<file path="src/rtl/alu_seq_pkg.sv">
// rtl/alu_seq_pkg.sv - shared op encodings, FSM state type and helpers for alu_seq
package alu_seq_pkg;

    localparam int REG_AW = 3;

    typedef enum logic [3:0] {
        ALU_ADD  = 4'd0,
        ALU_SUB  = 4'd1,
        ALU_MUL  = 4'd2,
        ALU_DIV  = 4'd3,
        ALU_AND  = 4'd4,
        ALU_OR   = 4'd5,
        ALU_XOR  = 4'd6,
        ALU_NOTA = 4'd7,
        ALU_PASA = 4'd8,
        ALU_PASB = 4'd9,
        ALU_SLL  = 4'd10,
        ALU_SRL  = 4'd11,
        ALU_SRA  = 4'd12,
        ALU_INC4 = 4'd13,
        ALU_DEC4 = 4'd14,
        ALU_HAM  = 4'd15
    } alu_op_e;

    typedef enum logic [1:0] {
        IDLE = 2'd0,
        READ = 2'd1,
        EXEC = 2'd2,
        WB   = 2'd3
    } state_e;

    // Extended Hamming(8,4): bits 0..6 are codeword positions 1..7
    // (p1 p2 d0 p4 d1 d2 d3), bit 7 is overall parity of bits 0..6.
    function automatic logic [7:0] ham_encode(input logic [3:0] d);
        logic [7:0] c;
        c[0] = d[0] ^ d[1] ^ d[3];
        c[1] = d[0] ^ d[2] ^ d[3];
        c[2] = d[0];
        c[3] = d[1] ^ d[2] ^ d[3];
        c[4] = d[1];
        c[5] = d[2];
        c[6] = d[3];
        c[7] = ^c[6:0];
        return c;
    endfunction

endpackage

</file>
<file path="src/rtl/alu_top.sv">
// rtl/alu_top.sv - combinational 16-op N-bit ALU
module alu_top
    import alu_seq_pkg::*;
#(
    parameter int N = 6
) (
    input  logic [N-1:0] a,
    input  logic [N-1:0] b,
    input  logic [3:0]   op,
    output logic [N-1:0] y,
    output logic         err
);

    alu_op_e       op_e;
    logic          shamt_big;
    logic [N+7:0]  a_ext;
    logic [N+7:0]  ham_ext;

    assign op_e      = alu_op_e'(op);
    // Shift amounts at or beyond the width saturate rather than wrap
    assign shamt_big = (32'(b) >= N);
    assign a_ext     = {8'b0, a};
    assign ham_ext   = {{N{1'b0}}, ham_encode(a_ext[3:0])};

    // Operation select; every op produces a value, only divide can flag an error
    always_comb begin
        y   = '0;
        err = 1'b0;
        case (op_e)
            ALU_ADD:  y = a + b;
            ALU_SUB:  y = a - b;
            ALU_MUL:  y = a * b;
            ALU_DIV: begin
                if (b == '0) begin
                    y   = '1;
                    err = 1'b1;
                end else begin
                    y = a / b;
                end
            end
            ALU_AND:  y = a & b;
            ALU_OR:   y = a | b;
            ALU_XOR:  y = a ^ b;
            ALU_NOTA: y = ~a;
            ALU_PASA: y = a;
            ALU_PASB: y = b;
            ALU_SLL:  y = shamt_big ? '0 : (a << b);
            ALU_SRL:  y = shamt_big ? '0 : (a >> b);
            ALU_SRA:  y = shamt_big ? {N{a[N-1]}} : N'($signed(a) >>> b);
            ALU_INC4: y = a + N'(4);
            ALU_DEC4: y = a - N'(4);
            ALU_HAM:  y = ham_ext[N-1:0];
            default:  y = '0;
        endcase
    end

endmodule

</file>
<file path="src/rtl/alu_seq.sv">
// rtl/alu_seq.sv - four-state sequencer around alu_top with internal register file
module alu_seq
    import alu_seq_pkg::*;
#(
    parameter int N    = 6,
    parameter int NREG = 8
) (
    input  logic              clk,
    input  logic              rst_n,
    input  logic              in_valid,
    output logic              in_ready,
    input  logic [3:0]        op,
    input  logic [REG_AW-1:0] rd,
    input  logic [REG_AW-1:0] rs1,
    input  logic [REG_AW-1:0] rs2,
    input  logic              use_imm,
    input  logic [N-1:0]      imm,
    output logic              res_valid,
    input  logic              res_ready,
    output logic [N-1:0]      res_data,
    output logic              res_zero,
    output logic              res_err
);

    state_e              state, state_nx;
    logic                started;
    logic                wb_done;
    logic [3:0]          op_q;
    logic [REG_AW-1:0]   rd_q, rs1_q, rs2_q;
    logic                use_imm_q;
    logic [N-1:0]        imm_q;
    logic [N-1:0]        a_q, b_q;
    logic [N-1:0]        regs [NREG];
    logic [N-1:0]        rs1_val, rs2_val;
    logic [N-1:0]        alu_y;
    logic                alu_err;

    // Out-of-range addresses (only possible when NREG < 8) read as zero
    assign rs1_val = (32'(rs1_q) < NREG) ? regs[rs1_q] : '0;
    assign rs2_val = (32'(rs2_q) < NREG) ? regs[rs2_q] : '0;

    alu_top #(.N(N)) u_alu (
        .a   (a_q),
        .b   (b_q),
        .op  (op_q),
        .y   (alu_y),
        .err (alu_err)
    );

    // State register; started keeps in_ready low until the first edge out of reset
    always_ff @(posedge clk or negedge rst_n) begin
        if (!rst_n) begin
            state   <= IDLE;
            started <= 1'b0;
        end else begin
            state   <= state_nx;
            started <= 1'b1;
        end
    end

    // Next-state and handshake outputs
    always_comb begin
        state_nx  = state;
        in_ready  = 1'b0;
        res_valid = 1'b0;
        case (state)
            IDLE: begin
                in_ready = started;
                if (in_valid && started) state_nx = READ;
            end
            READ: state_nx = EXEC;
            EXEC: state_nx = WB;
            WB: begin
                res_valid = 1'b1;
                if (res_ready) state_nx = IDLE;
            end
            default: state_nx = IDLE;
        endcase
    end

    // Instruction latch, operand fetch, result capture and single write-back
    always_ff @(posedge clk or negedge rst_n) begin
        if (!rst_n) begin
            op_q      <= '0;
            rd_q      <= '0;
            rs1_q     <= '0;
            rs2_q     <= '0;
            use_imm_q <= 1'b0;
            imm_q     <= '0;
            a_q       <= '0;
            b_q       <= '0;
            res_data  <= '0;
            res_zero  <= 1'b0;
            res_err   <= 1'b0;
            wb_done   <= 1'b0;
            for (int i = 0; i < NREG; i++) regs[i] <= '0;
        end else begin
            case (state)
                IDLE: begin
                    wb_done <= 1'b0;
                    if (in_valid && started) begin
                        op_q      <= op;
                        rd_q      <= rd;
                        rs1_q     <= rs1;
                        rs2_q     <= rs2;
                        use_imm_q <= use_imm;
                        imm_q     <= imm;
                    end
                end
                READ: begin
                    a_q <= rs1_val;
                    b_q <= use_imm_q ? imm_q : rs2_val;
                end
                EXEC: begin
                    res_data <= alu_y;
                    res_zero <= (alu_y == '0);
                    res_err  <= alu_err;
                end
                WB: begin
                    if (!wb_done) begin
                        if (32'(rd_q) < NREG) regs[rd_q] <= res_data;
                        wb_done <= 1'b1;
                    end
                end
                default: ;
            endcase
        end
    end

endmodule
</file>
<file path="config.mk">
export PLATFORM = sky130hd
export DESIGN_NAME = alu_seq
export DESIGN_NICKNAME = d
export VERILOG_FILES = /design/src/rtl/alu_seq_pkg.sv /design/src/rtl/alu_top.sv /design/src/rtl/alu_seq.sv
export SDC_FILE = /design/constraint.sdc
export NUM_CORES = 1
export LEC_CHECK = 0
export ABC_AREA = 0
export BUFFER_PORTS_ARGS = -buffer_cell sky130_fd_sc_hd__buf_2
export CAP_MARGIN = 20
export CORE_MARGIN = 2
export CORE_UTILIZATION = 35
export DETAILED_ROUTE_END_ITERATION = 8
export PLACE_DENSITY_LB_ADDON = 0.05
export SLEW_MARGIN = 15
export SYNTH_ARGS = -nofsm -noshare
export SYNTH_HDL_FRONTEND = slang
export SYNTH_SLANG_ARGS = --single-unit
</file>
<file path="constraint.sdc">
create_clock -name clk -period 7.42 [get_ports clk]
set_clock_uncertainty 0.1 [all_clocks]
set_input_delay 1.484 -clock clk [delete_from_list [all_inputs] [get_ports clk]]
set_output_delay 1.484 -clock clk [all_outputs]
set_load 0.05 [all_outputs]
</file>
==> impl_metrics.yaml, run 1 <==
run_status:
  status: "complete, no violations"
clock_network:
  numCtsBuffers: 9
  cts-root-buf: "clkbuf_16"
  clk_pin_slew_ps: 70
  clock-sinks: 92
  htree_levels: 3
  insertion_delay_ps: 340
  cts.hold.buffers_added: 0
  cts.path.max_buffers: 2
  cts_tree: "yes"
synth:
  synth_warnings: 0
  synthCells: 725
  ys_types: 73
  ys.flop_type: "dfrtp_1"
  ys_ff_latch: 92
  syn-num-nets: 814
  synth_edf_count: 0
  async_flop_share_pct: 100
  synth_area_um2: 7370
  ys_seq_area_share_pct: 31.2
  postSynthAreaPerCell_um2: 10.2
routing:
  dr_wl_met3_um: 700
  drc: 0
  top_layer: "met4"
  wirelength_mm: 22.1
  met1Wirelength_mm: 9.84
  met2_wirelength_mm: 10.8
  via_per_inst: 5.56
  first_pass_iters: 4
  via_count: 5733
  routedWlPerCell_um: 21.4
  drtAntennaViolNets: 0
  drt-initial-drc-count: 368
global_route:
  grt_pass1_wl_mm: 34.6
  gr-total-overflow: 0
  antenna_found_initial: 0
  grt_pass1_vias: 5783
  grt_max_degree: 67
  grt_use_total_pct: 20.5
cells_and_area:
  final_cell_mix: "dfrtp_1 (92), mux2_2 (75), nand2_1 (58)"
  drive_gt1_share_pct: 26.3
  diodes: 0
  utilization_pct: 39.7
  syn2layout_area_growth_pct: 12.1
  layout.nets: 841
  layout_commonest_cell: "dfrtp_1"
sta:
  hold-worst-slack_ps: 410
  tightest_slew_ps: 1040
  setup_viol: 0
  period_needed_ps: 7080
  fin_crit_sh_pct: 95.4
  max_freq_mhz: 141
  drv_slew: 0
  maxSlewHeadroom_pct: 30.7
  timing.final.hold_violations: 0
setup_path:
  worstPathRequired_ps: 7560
  worst_setup_path_end_kind: "register"
  cpMostUsedCell: "ha_1"
  crit_fanout: 6
  critPathMaxStageDelay_ps: 410
  path_delay_family: "compound AO/OA/AOI/OAI gates"
  reg2reg_slack_ps: 340
  crit_type: "reg -> reg"
  path_buf_inv: 1
  worstSetupStartpointType: "register"
  cp.arrival_ps: 7210
  crit_slowest_cell: "dfrtp_1"
place:
  dp_hpwl_mm: 16.1
  gp_congestion: 0.867
  io_buffers: 33
floorplanning:
  core_um2: 20800
  start_util_pct: 35.4
  num_rows: 53
  io_pins: 34
  die_area_um2: 22200
  die_w_um: 149
  fp.dieH_um: 149
run:
  drv_cap: 0
min_path:
  hold_class: "reg -> reg"
==> synth_stat cells (all sizes together) (3+ instances only) <==
cell type / count / area, µm²
dfrtp: 92 / 2300
mux2: 79 / 901
ha: 58 / 726
nand2: 58 / 218
nor2: 51 / 191
o21ai: 38 / 190
a21oi: 34 / 185
inv: 31 / 116
clkbuf: 26 / 97.6
mux2i: 25 / 250
mux4: 24 / 541
xnor2: 22 / 193
buf: 20 / 111
nor3: 15 / 80.1
nor2b: 12 / 75.1
o21a: 10 / 75.1
a32oi: 8 / 70.1
fa: 7 / 140
nand2b: 7 / 43.8
o31ai: 7 / 52.6
a31oi: 6 / 37.5
nand3b: 6 / 45.0
a22oi: 5 / 37.5
and3: 5 / 31.3
nand4: 5 / 31.3
xor2: 5 / 43.8
a21o: 4 / 30.0
and2: 4 / 25.0
nor3b: 4 / 30.0
nor4bb: 4 / 40.0
o2111ai: 4 / 35.0
o32ai: 4 / 35.0
a2bb2oi: 3 / 26.3
nand3: 3 / 15.0
o32a: 3 / 30.0
==> routing by layer <==
metal	GRT usage [%]	vias up
li1	-	2716
met1	27.1	2860
met2	33.8	116
met3	2.75	41
met4	8.43	0
met5	0	-
==> path summary, 6_finish.rpt <==
check | from | end | cells past startpoint
max | b_q[4]$_DFFE_PN0N_ | res_zero$_DFFE_PN0P_ | 34
min | op_q[1]$_DFFE_PN0P_ | op_q[1]$_DFFE_PN0P_ | 1
max reg2reg | b_q[4]$_DFFE_PN0N_ | res_zero$_DFFE_PN0P_ | 34
min reg2reg | op_q[1]$_DFFE_PN0P_ | op_q[1]$_DFFE_PN0P_ | 1
max in group asynchronous | rst_n | res_data[3]$_DFFE_PN0P_ | 2
min in group asynchronous | rst_n | imm_q[4]$_DFFE_PN0P_ | 1
==> worst reg2reg max path, delay by kind of cell, from the launching register on <==
family | cells | cell delay [ps]
AOI/OAI and AO/OA | 18 | 3080
adders and majority gates | 5 | 1340
buffers and inverters | 1 | 140
DFF | 1 | 410
muxes | 2 | 670
and+or+nand+nor | 8 | 1260
==> what timing repair did <==
| action | 4_1_cts | 5_1_grt |
|---|---|---|
| setup endpoints to repair | 1 | 2 |
| resized for setup | 1 | 11 |
| buffers inserted | 0 | 5 |
| endpoints found under the hold margin | 0 | 0 |
| pin swaps | 0 | 9 |
==> state kept, by name, summed over array words and instances (netlist names) <==
name       count
res_data       6
imm_q          6
rs1_q          3
started        1
rd_q           3
rs2_q          3
regs          48
op_q           4
state          2
a_q            6
res_err        1
res_zero       1
wb_done        1
b_q            6
use_imm_q      1
==> per-stage QoR <==
stage	instances	TNS (ps)	instance area, µm²	setup WS [ps]
floorplan	725	0	7390	2.85
detailed placement	1010	-77.5	7870	-77.5
CTS	1026	0	8170	51.9
global route	1032	-45.6	8260	-45.6
finish	1032	0	8260	345
global placement	1010	0	7870	167
==> kinds of logic after synthesis <==
logic type                 count (synthesis)  share of synthesized area (%)
muxes                                    128                           23.0
DFF                                       92                           31.2
AOI/OAI and AO/OA                        148                           13.4
other                                      1                         0.0509
xor gates and xnor gates                  28                           3.53
and+or+nand+nor                          186                           12.6
buffers and inverters                     77                           4.41
adders and majority gates                 65                           11.7
==> area by class of cell <==
type / instances / area [µm²]
flip-flops and latches: 92 / 2300
well taps: 275 / 344
inverters: 31 / 116
repair buffers: 62 / 387
clock inverters: 6 / 71.3
multi-input cells: 556 / 4810
fillers: 2089 / 12600
clock buffers: 10 / 229
Power of run 1 is not shown: default switching activity piles up to over one toggle a cycle in this logic, so the estimate is an artifact.
==> inputs of run 2 (changes only) <==
--- a/config.mk
+++ b/config.mk
@@ -6,7 +6,7 @@
 export NUM_CORES = 1
 export LEC_CHECK = 0
 export ABC_AREA = 0
-export BUFFER_PORTS_ARGS = -buffer_cell sky130_fd_sc_hd__buf_2
+export BUFFER_PORTS_ARGS = -buffer_cell sky130_fd_sc_hd__buf_4
 export CAP_MARGIN = 20
 export CORE_MARGIN = 2
 export CORE_UTILIZATION = 35
==> impl_metrics.yaml, run 2 (synthesized netlist as in run 1, its figures left out) <==
clock_network:
  cts.path.max_buffers: 2
  cts-root-buf: "clkbuf_16"
  clk_pin_slew_ps: 80
  clock-sinks: 92
  cts_tree: "yes"
  numCtsBuffers: 9
  htree_levels: 3
  insertion_delay_ps: 350
  cts.hold.buffers_added: 0
cells_and_area:
  syn2layout_area_growth_pct: 13.9
  diodes: 0
  top_register: "regs"
  final_cell_area_um2: 8390
  drive_gt1_share_pct: 27.3
  layout.nets: 845
  largest_reg_flops: 48
  layout_commonest_cell: "dfrtp_1"
  fill_cells: 2085
  final_cell_mix: "dfrtp_1 (92), mux2_2 (75), buf_4 (66)"
sta:
  timing.final.hold_violations: 0
  drv_slew: 0
  fin_crit_sh_pct: 93.8
  period_needed_ps: 6960
  setup_viol: 0
  tightest_slew_ps: 1130
  maxSlewHeadroom_pct: 23.9
  max_freq_mhz: 144
  grt_setup_unrepaired: "no"
routing:
  via_count: 5723
  drtAntennaViolNets: 0
  drc: 0
  drt-initial-drc-count: 388
  first_pass_iters: 5
  routedWlPerCell_um: 21.2
  via_per_inst: 5.52
  wirelength_mm: 22.0
setup_path:
  crit_type: "reg -> reg"
  worst_setup_path_end_kind: "register"
  worstPathRequired_ps: 7570
  crit_fanout: 7
  critPathMaxStageDelay_ps: 410
  cp-startpoint: "b_q[4]$_DFFE_PN0N_"
  crit_slowest_cell: "dfrtp_1"
  cp.arrival_ps: 7110
  reg2reg_slack_ps: 460
  worstSetupStartpointType: "register"
  r2r_start: "b_q[4]$_DFFE_PN0N_"
  cpMostUsedCell: "o21a_1"
  r2r_cells: 33
global_route:
  grt_pass1_wl_mm: 35.0
  antenna_found_initial: 0
  gr-total-overflow: 0
  grt_max_degree: 66
  grt_use_total_pct: 20.5
  grt_pass1_vias: 5938
floorplanning:
  core_um2: 20800
  start_util_pct: 35.4
  die_w_um: 149
  fp.dieH_um: 149
  num_rows: 53
  die_area_um2: 22200
  io_pins: 34
min_path:
  hold_class: "reg -> reg"
  worstHoldStart: "imm_q[3]$_DFFE_PN0P_"
  min_path_cells: 1
run:
  drv_cap: 0
place:
  io_buffers: 33
  placed_area_um2: 7960
  gp_congestion: 0.866
  dp_hpwl_mm: 15.9
run_status:
  status: "complete, no violations"
-- run 2: area by class of cell --
class | instances | area [µm²] | share of cell area (%)
multi-input combinational | 556 | 4840 | 57.7
sequential | 92 | 2300 | 27.4
timing repair buffer | 66 | 495 | 5.90
tap | 275 | 344 | 4.10
clock buffer | 9 | 225 | 2.68
inverter | 31 | 116 | 1.39
clock inverter | 7 | 70.1 | 0.835
-- run 2: path summary, 6_finish.rpt --
kind	to
worst max register to register	res_zero$_DFFE_PN0P_
max in group asynchronous	rd_q[0]$_DFFE_PN0P_
worst min-delay path	imm_q[3]$_DFFE_PN0P_
min in group asynchronous	imm_q[0]$_DFFE_PN0P_
worst min register to register	imm_q[3]$_DFFE_PN0P_
worst max-delay path	res_zero$_DFFE_PN0P_
-- run 2: critical path, delay by kind of cell, from the launching register on --
kind	cells	cell delay, ps
compound gates	19	3270
mux	2	710
flops	1	410
simple gates	7	1130
fa+ha+maj	5	1240
-- run 2: layer usage --
metal	up-vias	track usage, %	wire (µm)
met5	-	0	0
met4	0	7.81	652
met3	35	2.20	594
met2	118	33.8	10700
met1	2844	27.8	10000
li1	2726	-	-
-- run 2: through the flow --
step	setup TNS (ps)	instances	hold WS, ps	util (%)	worst slack, ps
final	0	1036	417	40.3	461
after global routing	0	1036	431	40.3	37.8
after CTS	0	1028	421	39.7	33.4
after detailed placement	-70.1	1012	402	38.2	-70.1
after global placement	0	1012	395	38.2	183
after floorplan	0	725	379	-	2.85
-- run 2: timing repair --
| action | 4_1_cts | 5_1_grt |
|---|---|---|
| resized for setup | 1 | 16 |
| setup endpoints to repair | 1 | 2 |
| setup buffers | 0 | 8 |
| pin swaps | 0 | 12 |
Power of run 2 is left out for the same reason.
